### src/rtl/sys_arr_result_drain.sv
// Result drain for the systolic array: captures one FP32 result per column and serializes them in column order.
// Optional build macro DRAIN_DENORM_FLUSH_EN flushes denormal results to signed zero and flags underflow.
module sys_arr_result_drain #(
    parameter int N_COLS        = 4,
    parameter int ROW_CNT_W     = 16,
    parameter int SNGL_FLT_SIZE = 32,
    parameter int WORD_W        = SNGL_FLT_SIZE
) (
    input  logic                            clk,
    input  logic                            rst,
    input  logic                            start,
    input  logic [ROW_CNT_W-1:0]            cfg_rows,
    input  logic [N_COLS*SNGL_FLT_SIZE-1:0] col_data,
    input  logic [N_COLS-1:0]               col_dirty,
    input  logic [N_COLS*2-1:0]             col_err,
    output logic [N_COLS-1:0]               col_ack,
    output logic [WORD_W-1:0]               m_data,
    output logic                            m_valid,
    input  logic                            m_ready,
    output logic                            m_last,
    output logic [$clog2(N_COLS)-1:0]       m_col,
    output logic                            busy,
    output logic                            done,
    output logic [1:0]                      sticky_err,
    input  logic                            err_clr
);
    localparam int COL_W = $clog2(N_COLS);

    typedef struct packed {
        logic        sign;
        logic [7:0]  exp;
        logic [22:0] mantissa;
    } single_float_t;

    typedef enum logic [1:0] {IDLE, DRAIN, DONE} state_t;

    state_t                 state;
    state_t                 state_next;
    logic [N_COLS-1:0]      slot_full;
    single_float_t          slot_data [N_COLS];
    single_float_t          cap_word  [N_COLS];
    logic [COL_W-1:0]       rd_col;
    logic [ROW_CNT_W-1:0]   row_cnt;
    logic [ROW_CNT_W-1:0]   row_cnt_inc;
    logic [ROW_CNT_W-1:0]   target;
    logic [1:0]             err_set;
    logic                   handshake;
    logic                   row_done;

    always_comb begin
        state_next = state;
        busy       = 1'b0;
        done       = 1'b0;
        case (state)
            IDLE: begin
                if (start) begin
                    state_next = DRAIN;
                end
            end
            DRAIN: begin
                busy = 1'b1;
                if (row_done) begin
                    state_next = DONE;
                end
            end
            DONE: begin
                done       = 1'b1;
                state_next = IDLE;
            end
            default: state_next = IDLE;
        endcase
    end

    // A slot that empties this cycle still counts as full, so acks only look at registered occupancy.
    assign col_ack     = (state == DRAIN) ? (col_dirty & ~slot_full) : '0;
    assign m_valid     = (state == DRAIN) & slot_full[rd_col];
    assign m_data      = slot_data[rd_col];
    assign m_col       = rd_col;
    assign m_last      = (rd_col == COL_W'(N_COLS - 1));
    assign handshake   = m_valid & m_ready;
    assign row_cnt_inc = row_cnt + ROW_CNT_W'(1);
    assign row_done    = handshake & m_last & (row_cnt_inc == target);

    always_comb begin
        err_set = 2'b00;
        for (int c = 0; c < N_COLS; c++) begin
            cap_word[c] = col_data[c*SNGL_FLT_SIZE +: SNGL_FLT_SIZE];
`ifdef DRAIN_DENORM_FLUSH_EN
            if (cap_word[c].exp == 8'd0 && cap_word[c].mantissa != 23'd0) begin
                cap_word[c].mantissa = 23'd0;
                if (col_ack[c]) begin
                    err_set[0] = 1'b1;
                end
            end
`endif
            if (col_ack[c]) begin
                err_set = err_set | col_err[c*2 +: 2];
            end
        end
    end

    always_ff @(posedge clk) begin
        if (rst) begin
            state      <= IDLE;
            slot_full  <= '0;
            rd_col     <= '0;
            row_cnt    <= '0;
            target     <= '0;
            sticky_err <= 2'b00;
            for (int c = 0; c < N_COLS; c++) begin
                slot_data[c] <= '0;
            end
        end else begin
            state      <= state_next;
            sticky_err <= (err_clr ? 2'b00 : sticky_err) | err_set;
            case (state)
                IDLE: begin
                    if (start) begin
                        target  <= (cfg_rows == '0) ? ROW_CNT_W'(1) : cfg_rows;
                        row_cnt <= '0;
                        rd_col  <= '0;
                    end
                end
                DRAIN: begin
                    for (int c = 0; c < N_COLS; c++) begin
                        if (col_ack[c]) begin
                            slot_full[c] <= 1'b1;
                            slot_data[c] <= cap_word[c];
                        end
                    end
                    if (handshake) begin
                        slot_full[rd_col] <= 1'b0;
                        rd_col            <= m_last ? '0 : rd_col + COL_W'(1);
                        if (m_last) begin
                            row_cnt <= row_cnt_inc;
                        end
                    end
                end
                DONE: begin
                    // Anything captured beyond the requested rows is dropped here.
                    slot_full <= '0;
                end
                default: ;
            endcase
        end
    end
endmodule

### config.mk
export PLATFORM = sky130hd
export DESIGN_NAME = sys_arr_result_drain
export DESIGN_NICKNAME = d
export VERILOG_FILES = /design/src/rtl/sys_arr_result_drain.sv
export SDC_FILE = /design/constraint.sdc
export NUM_CORES = 1
export LEC_CHECK = 0
export ABC_AREA = 1
export ABC_CLOCK_PERIOD_IN_PS = 2700
export CAP_MARGIN = 20
export CORE_ASPECT_RATIO = 0.8
export CORE_MARGIN = 1.5
export CORE_UTILIZATION = 35
export DETAILED_ROUTE_END_ITERATION = 8
export GPL_TIMING_DRIVEN = 0
export MAX_ROUTING_LAYER = met4
export PLACE_DENSITY = 0.69
export SLEW_MARGIN = 5
export SYNTH_ARGS = -nofsm -noshare
export SYNTH_HDL_FRONTEND = slang
export SYNTH_SLANG_ARGS = --single-unit
export TNS_END_PERCENT = 100
### constraint.sdc
create_clock -name clk -period 2.7 [get_ports clk]
set_clock_uncertainty 0.2 [all_clocks]
set_input_delay 0.54 -clock clk [delete_from_list [all_inputs] [get_ports clk]]
set_output_delay 0.54 -clock clk [all_outputs]
set_load 0.005 [all_outputs]
==> results.txt, run 1 <==
WP depth - 5
Gate Count Post-Synth - 972
Psw - 2520 uW
Final slew viol count - 0
Maximum VDD drop - 361 uV
Total Routing Usage GR - 20.2%
Hold_sp - slot_full[0]
TritonCTS clock tree - built
Power Dens Cells - 671 nW/um2
Unrepaired setup endpoints after global routing - yes
Skew-Pair Late Insertion Delay - 0.44 ns
Sequential share of power - 41.3%
H-tree depth - 4
Die area - 24,800 um2
Net Count, Synth - 1,141
Top delay family on crit path - buffers and inverters
Port-buffer cells - 203
Area grow syn2layout - 39.6%
Vias in the first global route - 6,871
Sequential Area - 4730 um2
Clock power share - 33.0%
Pin slew with the least headroom to its limit - 0.882 ns
Yosys reg bits - 172
Yosys Warn Count - 0
Num CTS Buffers - 17
Flop2flop setup slack - 0.36 ns
Crit share post-route - 100%
Max_slew headroom - 41.0%
Final worst setup slack - -0.0135 ns
Crit path capture type - output pin
Worst EP required - 1.96 ns
Comb power frac - 25.6%
Die height - 141 um
Slowest library cell on the worst path - clkdlybuf4s50_1
Hold_buf cts - 0
CP arrival - 1.97 ns
First-pass GRT wire length - 37.3 mm
Failing checks - setup timing
Vias per cell - 4.86
Worst R2R Path Depth - 14
CTS Sinks - 172
Hpwl dp - 17.6 mm
Critical Path Fanout Max - 10
Hold Path End - slot_full[0]
Post-synthesis sequential area ratio - 56.6%
Largest net degree at the start of global routing - 33
Iter 0 DRT Violations - 778
Distinct cells, synth - 35
Critical-path cell list - clkbuf_8 > clkbuf_8 > o21ai_0 > o22ai_2 > clkdlybuf4s50_1
Avg Cell Area, Syn - 8.58 um2
Inst Count DP - 1,489
Min Tclk post-route - 2.71 ns
Status - finished, violations left
Routed wire length - 24.6 mm
Most common cell on crit path - clkbuf_8
Antenna Diode Count - 0
Cell Int Power - 5290 uW
Setup crit start kind - flop
# fillers - 2,221
Routed wire per std cell - 16.1 um
Routed Antenna Nets - 0
Longest Clk Path Bufs - 2
Synth area leader - edfxtp_1
GP Congestion - 0.915
R2r endpoint - state[0]
Slowest stage delay, CP - 0.52 ns
Worst min-delay path category - flop to flop
Fmax - 369 MHz
Max-cap violation count - 0
Final Setup Violations - 1
Finished Layout Cells - 1,526
Total congestion overflow - 0
Starting Density - 35.7%
Setup TNS - -0.0135 ns
Core ar. - 23,400 um2
Reg2reg start - row_cnt[0]
Hold Crit Depth - 2
Post-synth design cell area - 8340 um2
Root Driver - clkbuf_16
Vias after detailed routing - 7,412
# nets final - 1,370
WP buf/inv - 3
Net Sw Frac - 32.2%
Final hold vios - 0
Post-synth top area share - 46.1%
Num rows - 50
Drt drc - 0
Reg clk slew, reported paths - 0.07 ns
Synth area leaders - edfxtp_1, dfxtp_1, nor2_1
Layout cell share with drive strength beyond 1 - 8.48%
Top-level I/O count - 205
Drt pass-1 iters - 7
Antenna violations before repair - 0
P_leak - 0.00503 uW
Area of the multi-input gates - 2820 um2
Die Wd - 176 um
Critical path class - flop to output pin
-- final cells by class --
class                   count  share of cell area [%]
flip-flops and latches    172                    40.6
clock buffers              17                    3.65
inverters                 181                    5.88
repair buffers            211                    18.1
multi-input cells         575                    24.2
clock inverters            15                    1.71
plain buffers              43                    2.49
well taps                 312                    3.35
-- power groups by stage --
stage / clock [uW] / sequential [uW] / combinational [uW]
after floorplan: 0 / 3240 / 952
after global placement: 0 / 3280 / 1910
after detailed placement: 0 / 3270 / 1950
after CTS: 2610 / 3220 / 1990
after global routing: 2720 / 3250 / 2190
final: 2580 / 3230 / 2000
-- worst reg2reg max path: stages, from the launching register on --
cell	delay [ns]
dfxtp_1	0.43
ha_1	0.26
nand2_2	0.13
nor2_4	0.18
nand2_1	0.11
nand3b_1	0.09
nand2_1	0.05
nor2_1	0.13
nand3_1	0.09
nor2_1	0.11
nand3_1	0.10
nand2_1	0.10
nand2_1	0.09
nand2_1	0.09
a21oi_2	0.05
-- layout by cell type (no fill, tap or decap), drive strengths merged, types with 3 or more instances in the layout --
cell type / count
nor2: 225
inv: 188
clkdlybuf4s50: 176
edfxtp: 128
nand2: 116
o21ai: 73
clkbuf: 55
dfxtp: 44
nand3: 32
o22ai: 32
a211oi: 23
a21oi: 23
dlygate4sd2: 21
buf: 13
a31oi: 12
nand4: 8
ha: 8
clkinv: 8
nand3b: 6
dlymetal6s2s: 6
nor4: 4
o211ai: 3
-- through the flow --
step           hold WS, ns  power (uW)  cell area [um2]  util [%]  worst slack [ns]
6_report             0.288        7810            11600      49.8           -0.0135
4_1_cts              0.282        7820            11600      49.5           -0.0541
5_1_grt              0.299        8160            11600      49.8           -0.0834
3_3_place_gp         0.267        5190            10800      46.0            -0.399
2_1_floorplan        0.253        4190             8340         -             0.463
3_5_place_dp         0.271        5220            10800      46.2            -0.257
-- cell usage after synthesis (all sizes together) --
master	number
nor4	4
o21ai	73
a31oi	12
clkbuf	40
inv	177
nand3b	6
buf	4
a22o	2
nand3	32
xor2	2
o221ai	1
edfxtp	128
a21oi	23
a221oi	2
nand4	8
o211ai	3
o21bai	1
nor2	225
clkinv	4
dfxtp	44
ha	8
nand2	116
a211oi	23
xnor2	1
and2	1
o22ai	32
-- registers in the layout (all words and copies together), names as in the netlist, named ones only --
register / flops
row_cnt: 16
slot_full: 4
target: 16
sticky_err: 2
m_col: 2
state: 2
slot_data: 128
-- per-layer routing --
| metal | track usage [%] | part of all wire (%) |
|---|---|---|
| met5 | - | 0 |
| met2 | 29.6 | 44 |
| met1 | 28.8 | 47 |
| met3 | 3.56 | 7.5 |
| met4 | 5.35 | 1.3 |
-- worst max-delay path by stage --
stage | start | endpoint | slack (ns)
2_1_floorplan | rst | slot_data[0][0] | 0.46
3_3_place_gp | rst | slot_data[3][27] | -0.40
3_5_place_dp | flop | m_data[8] | -0.26
4_1_cts | flop | m_data[12] | -0.05
5_1_grt | flop | m_data[24] | -0.08
6_report | flop | m_data[24] | -0.01
-- repair_timing --
action | in CTS | in global routing
buffers inserted | 0 | 5
cloned | 1 | 0
setup endpoints to repair | 37 | 16
pin swaps | 7 | 1
resized for setup | 90 | 15
-- cell families (layout without fill, tap and decap cells) --
family          Yosys count  in the layout  share of synthesized area (%)
buf+inv                 225            467                           10.2
flops                   172            172                           56.6
fa+ha+maj                 8              8                           1.20
simple gates            392            392                           19.5
xor+xnor                  3              3                          0.315
compound gates          172            172                           12.2
(Power assumes the default switching activity.)
==> run 2: changes to the inputs <==
--- a/config.mk
+++ b/config.mk
@@ -15,7 +15,6 @@
 export GPL_TIMING_DRIVEN = 0
 export MAX_ROUTING_LAYER = met4
 export PLACE_DENSITY = 0.69
-export SLEW_MARGIN = 5
 export SYNTH_ARGS = -nofsm -noshare
 export SYNTH_HDL_FRONTEND = slang
 export SYNTH_SLANG_ARGS = --single-unit
==> run 2 against run 1 <==
  * The flow now finishes without violations
  * Die area is the same
  * Routed wire length grew 0.26%
  * Power shrank 0.77%
  * Sequential share of layout area shrank 0.11 points
  * Clock-buffer cell count is the same
  * Worst setup slack gained 0.071 ns
  * Register-to-register slack gained 0.02 ns
  * Combinational power is essentially flat
  * Flip-flop and latch count is the same
  * Largest power group unchanged
  * Highest routed layer unchanged
==> results.txt, run 2 (synthesized netlist as in run 1, its figures left out) <==
Critical path class - flop to output pin
Reg clk slew, reported paths - 0.07 ns
Largest regs - slot_data (128), row_cnt (16), target (16)
Max-cap violation count - 0
Longest Clk Path Bufs - 2
Commonest non-fill, non-tap cell in the layout - nor2_1
Routed wire length - 24.7 mm
Final slew viol count - 0
Total Routing Usage GR - 20.5%
Final Setup Violations - 0
Drt pass-1 iters - 5
GP Congestion - 0.915
Drt drc - 0
Reg with most FFs - slot_data
WP buf/inv - 4
Iter 0 DRT Violations - 776
Die height - 141 um
Largest net degree at the start of global routing - 33
First-pass GRT wire length - 37.7 mm
Tot Pwr - 7750 uW
Die Wd - 176 um
Top-level I/O count - 205
Inst Count DP - 1,488
Area grow syn2layout - 40.0%
Critical Path Fanout Max - 10
Pin slew with the least headroom to its limit - 0.918 ns
Die area - 24,800 um2
Starting Density - 35.7%
CP arrival - 1.90 ns
Power Dens Cells - 663 nW/um2
Antenna violations before repair - 0
P_leak - 0.00517 uW
Setup TNS - 0 ns
Final hold vios - 0
Routed wire per std cell - 16.2 um
Num CTS Buffers - 17
Hpwl dp - 17.6 mm
Skew-Pair Late Insertion Delay - 0.43 ns
Max_slew headroom - 38.6%
Layout cell share with drive strength beyond 1 - 8.25%
Total congestion overflow - 0
Maximum VDD drop - 367 uV
TritonCTS clock tree - built
Critical-path cell list - clkbuf_8 > clkinv_8 > buf_6 > nor2_1 > o22ai_1 > clkdlybuf4s50_1
Crit path capture type - output pin
Setup crit start kind - flop
Slowest stage delay, CP - 0.54 ns
Root Driver - clkbuf_16
Crit share post-route - 97.9%
Vias per cell - 4.83
Antenna Diode Count - 0
Vias after detailed routing - 7,365
Hold_buf cts - 0
Unrepaired setup endpoints after global routing - no
H-tree depth - 4
CTS Sinks - 172
Fmax - 378 MHz
Port-buffer cells - 203
Vias in the first global route - 6,903
Num rows - 50
Slowest library cell on the worst path - clkdlybuf4s50_1
Max FFs per register - 128
Status - finished, final reports clean
Commonest cells after routing, fill and taps aside - nor2_1, clkdlybuf4s50_1, inv_1
Finished Layout Cells - 1,524
Worst min-delay path category - flop to flop
# nets final - 1,368
Top delay family on crit path - buffers and inverters
Min Tclk post-route - 2.64 ns
Core ar. - 23,400 um2
Routed Antenna Nets - 0
Worst EP required - 1.96 ns
run 2: changes by cell type in the layout (fill, tap and decap cells not counted), sizes merged:
cell           delta
dlymetal6s2s     +15
dlygate4sd2      -12
clkinv            +5
inv               -5
clkbuf            -3
clkdlybuf4s50     -3
buf               +1
run 2: layer usage:
layer / up-vias / part of all wire, % / global-route usage, %
met5: - / 0 / -
met4: 0 / 1.0 / 4.81
met3: 20 / 6.5 / 3.07
met2: 289 / 44 / 30.4
met1: 3434 / 48 / 29.4
li1: 3622 / - / -
run 2: report_power, final:
group,switching [uW],internal (uW)
clock,1230,1270
combinational,1090,935
sequential,138,3090
total,2450,5290
run 2: final timing paths:
check	end	from	slack, ns	cells past startpoint
max	m_data[6]	flop	0.06	6
min	target[1]	target[1]	0.28	2
max reg2reg	state[0]	row_cnt[0]	0.38	14
min reg2reg	target[1]	target[1]	0.28	2
run 2: what timing repair did:
item / CTS / global route
pin swaps: 6 / 3
endpoints found under the setup margin: 37 / 28
gates cloned: 1 / 0
resized for setup: 80 / 36
setup buffers: 0 / 4
run 2: stage by stage:
stage	instance area [um2]	util [%]	setup slack (ns)	hold slack [ns]
2_1_floorplan	8340	-	0.463	0.253
3_3_place_gp	10800	46.0	-0.399	0.267
3_5_place_dp	10800	46.1	-0.247	0.271
4_1_cts	11600	49.5	-0.0407	0.282
5_1_grt	11700	49.9	0.00254	0.304
6_report	11700	49.9	0.0573	0.283
run 2: final cells by class:
cell class / instances / area [um2]
timing repair buffer: 209 / 2130
clock buffer: 17 / 425
multi-input combinational: 575 / 2820
sequential: 172 / 4730
inverter: 181 / 692
fill: 2207 / 11700
buffer: 43 / 305
clock inverter: 15 / 191
tap: 312 / 390
run 2: tightest hold or removal path: stages (launching register included):
cell	delay, ns
dfxtp_1	0.32
nand2_1	0.06
a21oi_1	0.05
